`src/rtl/pc_fetch_if.sv`:
```
// Fetch-stage bus between the fetch controller, the PC register, imem and the hazard/redirect sources.
interface pc_fetch_if;
    logic [29:0] pc;
    logic        imem_ready;
    logic        load_use;
    logic        br_taken;
    logic        jump;
    logic [29:0] target;
    logic        exc_req;
    logic        eret;
    logic [29:0] epc;

    logic        pc_wr;
    logic [29:0] npc;
    logic        imem_req;
    logic        ifid_wr;
    logic        ifid_flush;
    logic        fetch_err;

    modport master (
        output pc, imem_ready, load_use, br_taken, jump, target, exc_req, eret, epc,
        input  pc_wr, npc, imem_req, ifid_wr, ifid_flush, fetch_err
    );

    modport slave (
        input  pc, imem_ready, load_use, br_taken, jump, target, exc_req, eret, epc,
        output pc_wr, npc, imem_req, ifid_wr, ifid_flush, fetch_err
    );
endinterface

```
`src/rtl/pc_fetch_ctrl.sv`:
```
// Fetch controller: sequences PC and IF/ID latch, arbitrates redirects/stalls and
// tolerates variable imem latency with a timeout that vectors to the exception handler.
module pc_fetch_ctrl #(
    parameter logic [31:0] RESET_PC = 32'h0000_3000,
    parameter logic [31:0] EXC_VEC  = 32'h0000_4180,
    parameter int unsigned MAX_WAIT = 8
) (
    input logic        clk,
    input logic        rst,
    pc_fetch_if.slave  bus
);
    localparam int unsigned PCW = 30;
    localparam int unsigned CW  = 8;
    localparam logic [PCW-1:0] RESET_WA = RESET_PC[31:2];
    localparam logic [PCW-1:0] EXC_WA   = EXC_VEC[31:2];

    typedef enum logic [1:0] {S_BOOT, S_FETCH, S_WAIT} state_t;

    state_t         r_state, w_state_nx;
    logic           r_pend_v, w_pend_v_nx;
    logic [PCW-1:0] r_pend_pc, w_pend_pc_nx;
    logic [1:0]     r_pend_pri, w_pend_pri_nx;
    logic [CW-1:0]  r_wait_cnt, w_wait_cnt_nx;

    logic [1:0]     w_pri;
    logic [PCW-1:0] w_tgt;
    logic           w_take_new;
    logic           w_have_redir;
    logic [PCW-1:0] w_redir_pc;

    logic           w_pc_wr, w_imem_req, w_ifid_wr, w_ifid_flush, w_fetch_err;
    logic [PCW-1:0] w_npc;

    // Redirect priority: exception 3, eret 2, branch/jump 1, none 0.
    always_comb begin
        w_pri = 2'd0;
        w_tgt = bus.target;
        if (bus.exc_req) begin
            w_pri = 2'd3;
            w_tgt = EXC_WA;
        end else if (bus.eret) begin
            w_pri = 2'd2;
            w_tgt = bus.epc;
        end else if (bus.br_taken || bus.jump) begin
            w_pri = 2'd1;
        end
    end

    // A present redirect displaces a latched one unless the latched one outranks it.
    assign w_take_new   = (w_pri != 2'd0) && (!r_pend_v || (w_pri >= r_pend_pri));
    assign w_have_redir = w_take_new || r_pend_v;
    assign w_redir_pc   = w_take_new ? w_tgt : r_pend_pc;

    always_comb begin
        w_state_nx    = r_state;
        w_pend_v_nx   = r_pend_v;
        w_pend_pc_nx  = r_pend_pc;
        w_pend_pri_nx = r_pend_pri;
        w_wait_cnt_nx = r_wait_cnt;
        w_pc_wr       = 1'b0;
        w_npc         = bus.pc + PCW'(1);
        w_imem_req    = 1'b0;
        w_ifid_wr     = 1'b0;
        w_ifid_flush  = 1'b0;
        w_fetch_err   = 1'b0;

        if (rst || (r_state == S_BOOT)) begin
            w_pc_wr      = 1'b1;
            w_npc        = RESET_WA;
            w_ifid_flush = 1'b1;
            w_state_nx   = S_FETCH;
        end else if ((r_state == S_FETCH) || (r_state == S_WAIT)) begin
            w_imem_req = 1'b1;
            if (bus.imem_ready) begin
                if (w_have_redir) begin
                    w_pc_wr      = 1'b1;
                    w_npc        = w_redir_pc;
                    w_ifid_flush = 1'b1;
                end else if (!bus.load_use) begin
                    w_pc_wr   = 1'b1;
                    w_ifid_wr = 1'b1;
                end
                w_pend_v_nx   = 1'b0;
                w_wait_cnt_nx = '0;
                w_state_nx    = S_FETCH;
            end else if ((r_state == S_WAIT) && (r_wait_cnt == CW'(MAX_WAIT))) begin
                // Timeout drops any pending redirect and vectors to the handler.
                w_fetch_err   = 1'b1;
                w_pc_wr       = 1'b1;
                w_npc         = EXC_WA;
                w_ifid_flush  = 1'b1;
                w_pend_v_nx   = 1'b0;
                w_wait_cnt_nx = '0;
                w_state_nx    = S_FETCH;
            end else begin
                w_wait_cnt_nx = (r_state == S_FETCH) ? CW'(1) : r_wait_cnt + CW'(1);
                w_state_nx    = S_WAIT;
                if (w_take_new) begin
                    w_pend_v_nx   = 1'b1;
                    w_pend_pc_nx  = w_tgt;
                    w_pend_pri_nx = w_pri;
                end
            end
        end else begin
            w_state_nx = S_BOOT;
        end
    end

    always_ff @(posedge clk) begin
        if (rst) begin
            r_state    <= S_BOOT;
            r_pend_v   <= 1'b0;
            r_pend_pc  <= '0;
            r_pend_pri <= 2'd0;
            r_wait_cnt <= '0;
        end else begin
            r_state    <= w_state_nx;
            r_pend_v   <= w_pend_v_nx;
            r_pend_pc  <= w_pend_pc_nx;
            r_pend_pri <= w_pend_pri_nx;
            r_wait_cnt <= w_wait_cnt_nx;
        end
    end

    assign bus.pc_wr      = w_pc_wr;
    assign bus.npc        = w_npc;
    assign bus.imem_req   = w_imem_req;
    assign bus.ifid_wr    = w_ifid_wr;
    assign bus.ifid_flush = w_ifid_flush;
    assign bus.fetch_err  = w_fetch_err;
endmodule

```
`src/flat_wrapper.sv`:
```
// flat-port wrapper written by rule: the top's interface ports become plain ports
module pc_fetch_ctrl_flat 
#(
    parameter logic [31:0] RESET_PC = 32'h0000_3000,
    parameter logic [31:0] EXC_VEC  = 32'h0000_4180,
    parameter int unsigned MAX_WAIT = 8
)
  (clk, rst, bus_pc, bus_imem_ready, bus_load_use, bus_br_taken, bus_jump, bus_target, bus_exc_req, bus_eret, bus_epc, bus_pc_wr, bus_npc, bus_imem_req, bus_ifid_wr, bus_ifid_flush, bus_fetch_err);
  pc_fetch_if bus_i ();
  input logic clk;
  input logic rst;
  input wire logic [$bits(bus_i.pc)-1:0] bus_pc;
  input wire logic [$bits(bus_i.imem_ready)-1:0] bus_imem_ready;
  input wire logic [$bits(bus_i.load_use)-1:0] bus_load_use;
  input wire logic [$bits(bus_i.br_taken)-1:0] bus_br_taken;
  input wire logic [$bits(bus_i.jump)-1:0] bus_jump;
  input wire logic [$bits(bus_i.target)-1:0] bus_target;
  input wire logic [$bits(bus_i.exc_req)-1:0] bus_exc_req;
  input wire logic [$bits(bus_i.eret)-1:0] bus_eret;
  input wire logic [$bits(bus_i.epc)-1:0] bus_epc;
  output wire logic [$bits(bus_i.pc_wr)-1:0] bus_pc_wr;
  output wire logic [$bits(bus_i.npc)-1:0] bus_npc;
  output wire logic [$bits(bus_i.imem_req)-1:0] bus_imem_req;
  output wire logic [$bits(bus_i.ifid_wr)-1:0] bus_ifid_wr;
  output wire logic [$bits(bus_i.ifid_flush)-1:0] bus_ifid_flush;
  output wire logic [$bits(bus_i.fetch_err)-1:0] bus_fetch_err;
  assign bus_i.pc = bus_pc;
  assign bus_i.imem_ready = bus_imem_ready;
  assign bus_i.load_use = bus_load_use;
  assign bus_i.br_taken = bus_br_taken;
  assign bus_i.jump = bus_jump;
  assign bus_i.target = bus_target;
  assign bus_i.exc_req = bus_exc_req;
  assign bus_i.eret = bus_eret;
  assign bus_i.epc = bus_epc;
  assign bus_pc_wr = bus_i.pc_wr;
  assign bus_npc = bus_i.npc;
  assign bus_imem_req = bus_i.imem_req;
  assign bus_ifid_wr = bus_i.ifid_wr;
  assign bus_ifid_flush = bus_i.ifid_flush;
  assign bus_fetch_err = bus_i.fetch_err;
  pc_fetch_ctrl #(.RESET_PC(RESET_PC), .EXC_VEC(EXC_VEC), .MAX_WAIT(MAX_WAIT)) u_core (.clk(clk), .rst(rst), .bus(bus_i));
endmodule
```
`config.mk`:
```
export PLATFORM = sky130hd
export DESIGN_NAME = pc_fetch_ctrl_flat
export DESIGN_NICKNAME = d
export VERILOG_FILES = /design/src/rtl/pc_fetch_if.sv /design/src/rtl/pc_fetch_ctrl.sv /design/src/flat_wrapper.sv
export SDC_FILE = /design/constraint.sdc
export NUM_CORES = 1
export LEC_CHECK = 0
export CAP_MARGIN = 40
export CORE_MARGIN = 1.5
export CORE_UTILIZATION = 40
export CTS_CLUSTER_DIAMETER = 40
export CTS_CLUSTER_SIZE = 10
export DETAILED_ROUTE_END_ITERATION = 8
export HOLD_SLACK_MARGIN = 0.1
export PLACE_DENSITY = 0.78
export SYNTH_ARGS = -nofsm -noshare
export SYNTH_HDL_FRONTEND = slang
export SYNTH_SLANG_ARGS = --single-unit
```
`constraint.sdc`:
```
create_clock -name clk -period 3 [get_ports clk]
set_clock_uncertainty 0.05 [all_clocks]
set_input_delay 0.3 -clock clk [delete_from_list [all_inputs] [get_ports clk]]
set_output_delay 0.3 -clock clk [all_outputs]
set_load 0.05 [all_outputs]
```
==> metrics.txt <==
placed inst area=5310 um^2; Root Buffer=clkbuf_8; Fillers=663; post-synthesis sequential area ratio=25.6%; CORE AREA=slightly above 8000 um^2; Worst-Margin Slew=a little under 0.5 ns; multi-input logic area=about 2500 um^2; Worst slew margin=about two thirds; Remaining DRCs=0; grt total ovfl=0; kind of critical path=in2out; die height=approximately 95 um; Hold Crit Start=bus_eret; Worst path slowest cell=clkdlybuf4s50_1; FF+latch area=between 800 and 900 um^2; cell area after layout=about 5400 um^2; clock latency on the worst-skew pair=roughly 0.29 ns; CP Data Required Time=approximately 2.7 ns; placed insts=640; period utilisation layout=between 90% and 100%; # nets final=649; Die ar.=roughly 9000 um^2; clock buffer depth=2; Rows=33; worst stage delay on the critical path=about 0.44 ns; detailed placement HPWL=roughly 8.2 mm; initial antenna violation count=0; first-pass GRT wire length=approximately 17 mm; TritonCTS buffer count=5; Tmin final=~2.9 ns; commonest non-fill, non-tap cell in the layout=clkdlybuf4s50_1; Synth Area per Inst=8.21 um^2; cell repeated most along the worst path=nor2_1; CP max FO=10; Synthesized Nets=515; number of synthesized register bits=43; DR WL/cell=around 17 um; R2R Setup Slk=just over 0.4 ns; met1 Resource Use GR=28.4%; clock-pin slew on the worst setup and hold paths=0.08 ns; worst vdd ir=approximately 150 uV; top area cells in the synthesized netlist=dfxtp_1 (26%), mux2i_1 (19%), nor2_1 (8.8%); met2 Use GR=40.9%; Startpoint Class=input port; number of global-route vias before repair=3606; grt peak-use layer=met2; hold buffer count at CTS=0; routed vias/inst=~5.6; WHS Path Cells=4; Arr. time, crit path=between 2 and 3 ns; Synth Warn #=0; Placer Congestion=roughly 0.86; Finish-stage setup viols=0; largest net degree at the start of global routing=38; Die X=between 90 and 100 um; global-route usage over all layers=23.3%; most frequent cells in the layout=clkdlybuf4s50_1 (96), nor2_1 (77), mux2i_1 (64); Starting Density=between 40% and 50%; Worst R2R Start=u_core.r_state[0]; area grow syn2layout=62.1%; Fmax=between 300 and 400 MHz; Ant. Diodes=0; Post-Syn Area=approximately 3400 um^2; met3 usage=approximately 4.1%; Routed Antenna Nets=0; status=finished clean; Synth area leader=dfxtp_1; areal power density over the cells=288 nW/um^2; worst r2r dst=u_core.r_pend_pc[19]; Max-Cap Viols=0; Non-Filler Instances=649; Final Max Slew Viols=0; Mapped Cells=409; DR vias=3611; depth of the CTS H-tree=2; Crit. End Element=output port; Reg2Reg Depth=8; Pleak=a little over 2 nW; Synth top area share=around 26%; DRT iter0 DRCs=between 150 and 200; clk sinks=43; Ports=around 130; worst-path cell chain=clkdlybuf4s50_1, nor2_2, nor2_1, nor2_1, ha_1, nand2b_1, a21oi_4, nor2_4, buf_6, mux2i_2, o22ai_2, buf_12; final hold violations=0; CTS tree=yes; synth unique cells=between 40 and 50; Hold Crit Class=in2reg; Hold Crit Endpoint=u_core.r_pend_pri[1]; port bufs=roughly 130; final wirelength=roughly 11 mm; share of cells above drive strength 1=between 20 and 25%; DR pass1 iterations=4
-- synthesized netlist by cell type (all sizes together) --
cell and instances:
nor2 80, mux2i 65, dfxtp 43, xor2 27, o22ai 25, a22oi 20
buf 15, nand3 14, inv 13, nand2 13, nand4 13, clkbuf 10
a211oi 8, and3 8, ha 8, xnor2 7, nor4 6, a21oi 5
nand2b 5, nor3 4, nor2b 3, o21bai 3, o221a 3, and4 2
o221ai 2, a21o 1, and2 1, nand3b 1, nand4b 1, o21ai 1
or2 1, or4 1
-- flip-flops by register name (all words and copies together), names as in the netlist --
register,count
u_core.r_state,2
u_core.r_pend_v,1
u_core.r_wait_cnt,8
u_core.r_pend_pc,30
u_core.r_pend_pri,2
-- metal layers --
| layer | vias up | part of all wire (%) |
|---|---|---|
| li1 | 1747 | - |
| met1 | 1728 | 42 |
| met2 | 113 | 50 |
| met3 | 23 | 5.2 |
| met4 | 0 | 2.8 |
| met5 | - | 0 |
-- cell families (layout without fill, tap and decap cells) --
group                      after synthesis  after routing  share of synthesized area [%]
and+or+nand+nor                        153            154                           22.7
AOI/OAI and AO/OA                       68             68                           14.7
muxes                                   65             65                           19.4
DFF                                     43             43                           25.6
buffers and inverters                   38            172                           5.77
xor gates and xnor gates                34             34                           8.86
adders and majority gates                8              8                           2.98
-- critical path: cells and delay by family --
| family | cells | cell delay, ns |
|---|---|---|
| adders and majority gates | 1 | 0.25 |
| muxes | 1 | 0.16 |
| and+or+nand+nor | 5 | 0.58 |
| AOI/OAI and AO/OA | 2 | 0.44 |
| buffers and inverters | 3 | 0.78 |
-- worst max-delay path by stage --
stage,start,cells after the start,to
floorplan,bus_exc_req,10,bus_npc[10]
global placement,bus_exc_req,9,bus_npc[4]
detailed placement,bus_jump,12,bus_npc[18]
CTS,bus_exc_req,9,bus_npc[9]
global route,bus_jump,12,bus_npc[20]
finish,bus_jump,12,bus_npc[4]
-- report_power, final --
| part | switching (mW) | leakage, nW | internal [mW] | total [mW] |
|---|---|---|---|---|
| clock | 0.195 | 0.0422 | 0.164 | 0.359 |
| sequential | 0.00620 | 0.347 | 0.579 | 0.585 |
| combinational | 0.313 | 1.65 | 0.309 | 0.622 |
-- through the flow --
step	hold slack [ns]	total power [mW]	utilization, %	setup TNS (ns)	worst slack [ns]
after global routing	0.394	1.64	66.6	-0.00866	-0.00417
after detailed placement	0.435	1.21	64.9	-0.0902	-0.0217
after global placement	0.422	1.20	64.9	0	0.0612
after floorplan	0.410	0.916	-	0	0.0287
after CTS	0.370	1.56	65.9	0	0.00330
final	0.372	1.57	66.6	0	0.126
-- final cells by class --
| class | count | share of cell area (%) |
|---|---|---|
| repair buffers | 151 | 32.6 |
| flip-flops and latches | 43 | 15.8 |
| clock buffers | 7 | 1.40 |
| well taps | 105 | 2.41 |
| inverters | 13 | 0.896 |
| multi-input cells | 329 | 46.8 |
| clock inverters | 1 | 0.0919 |
-- timing repair --
| item | in CTS | in global routing |
|---|---|---|
| pin swaps | 0 | 2 |
| setup buffers | 0 | 0 |
| gates resized for setup | 1 | 10 |
| cloned | 0 | 1 |
| setup endpoints to repair | 15 | 30 |
No activity file was read; power rests on OpenSTA's default activity.
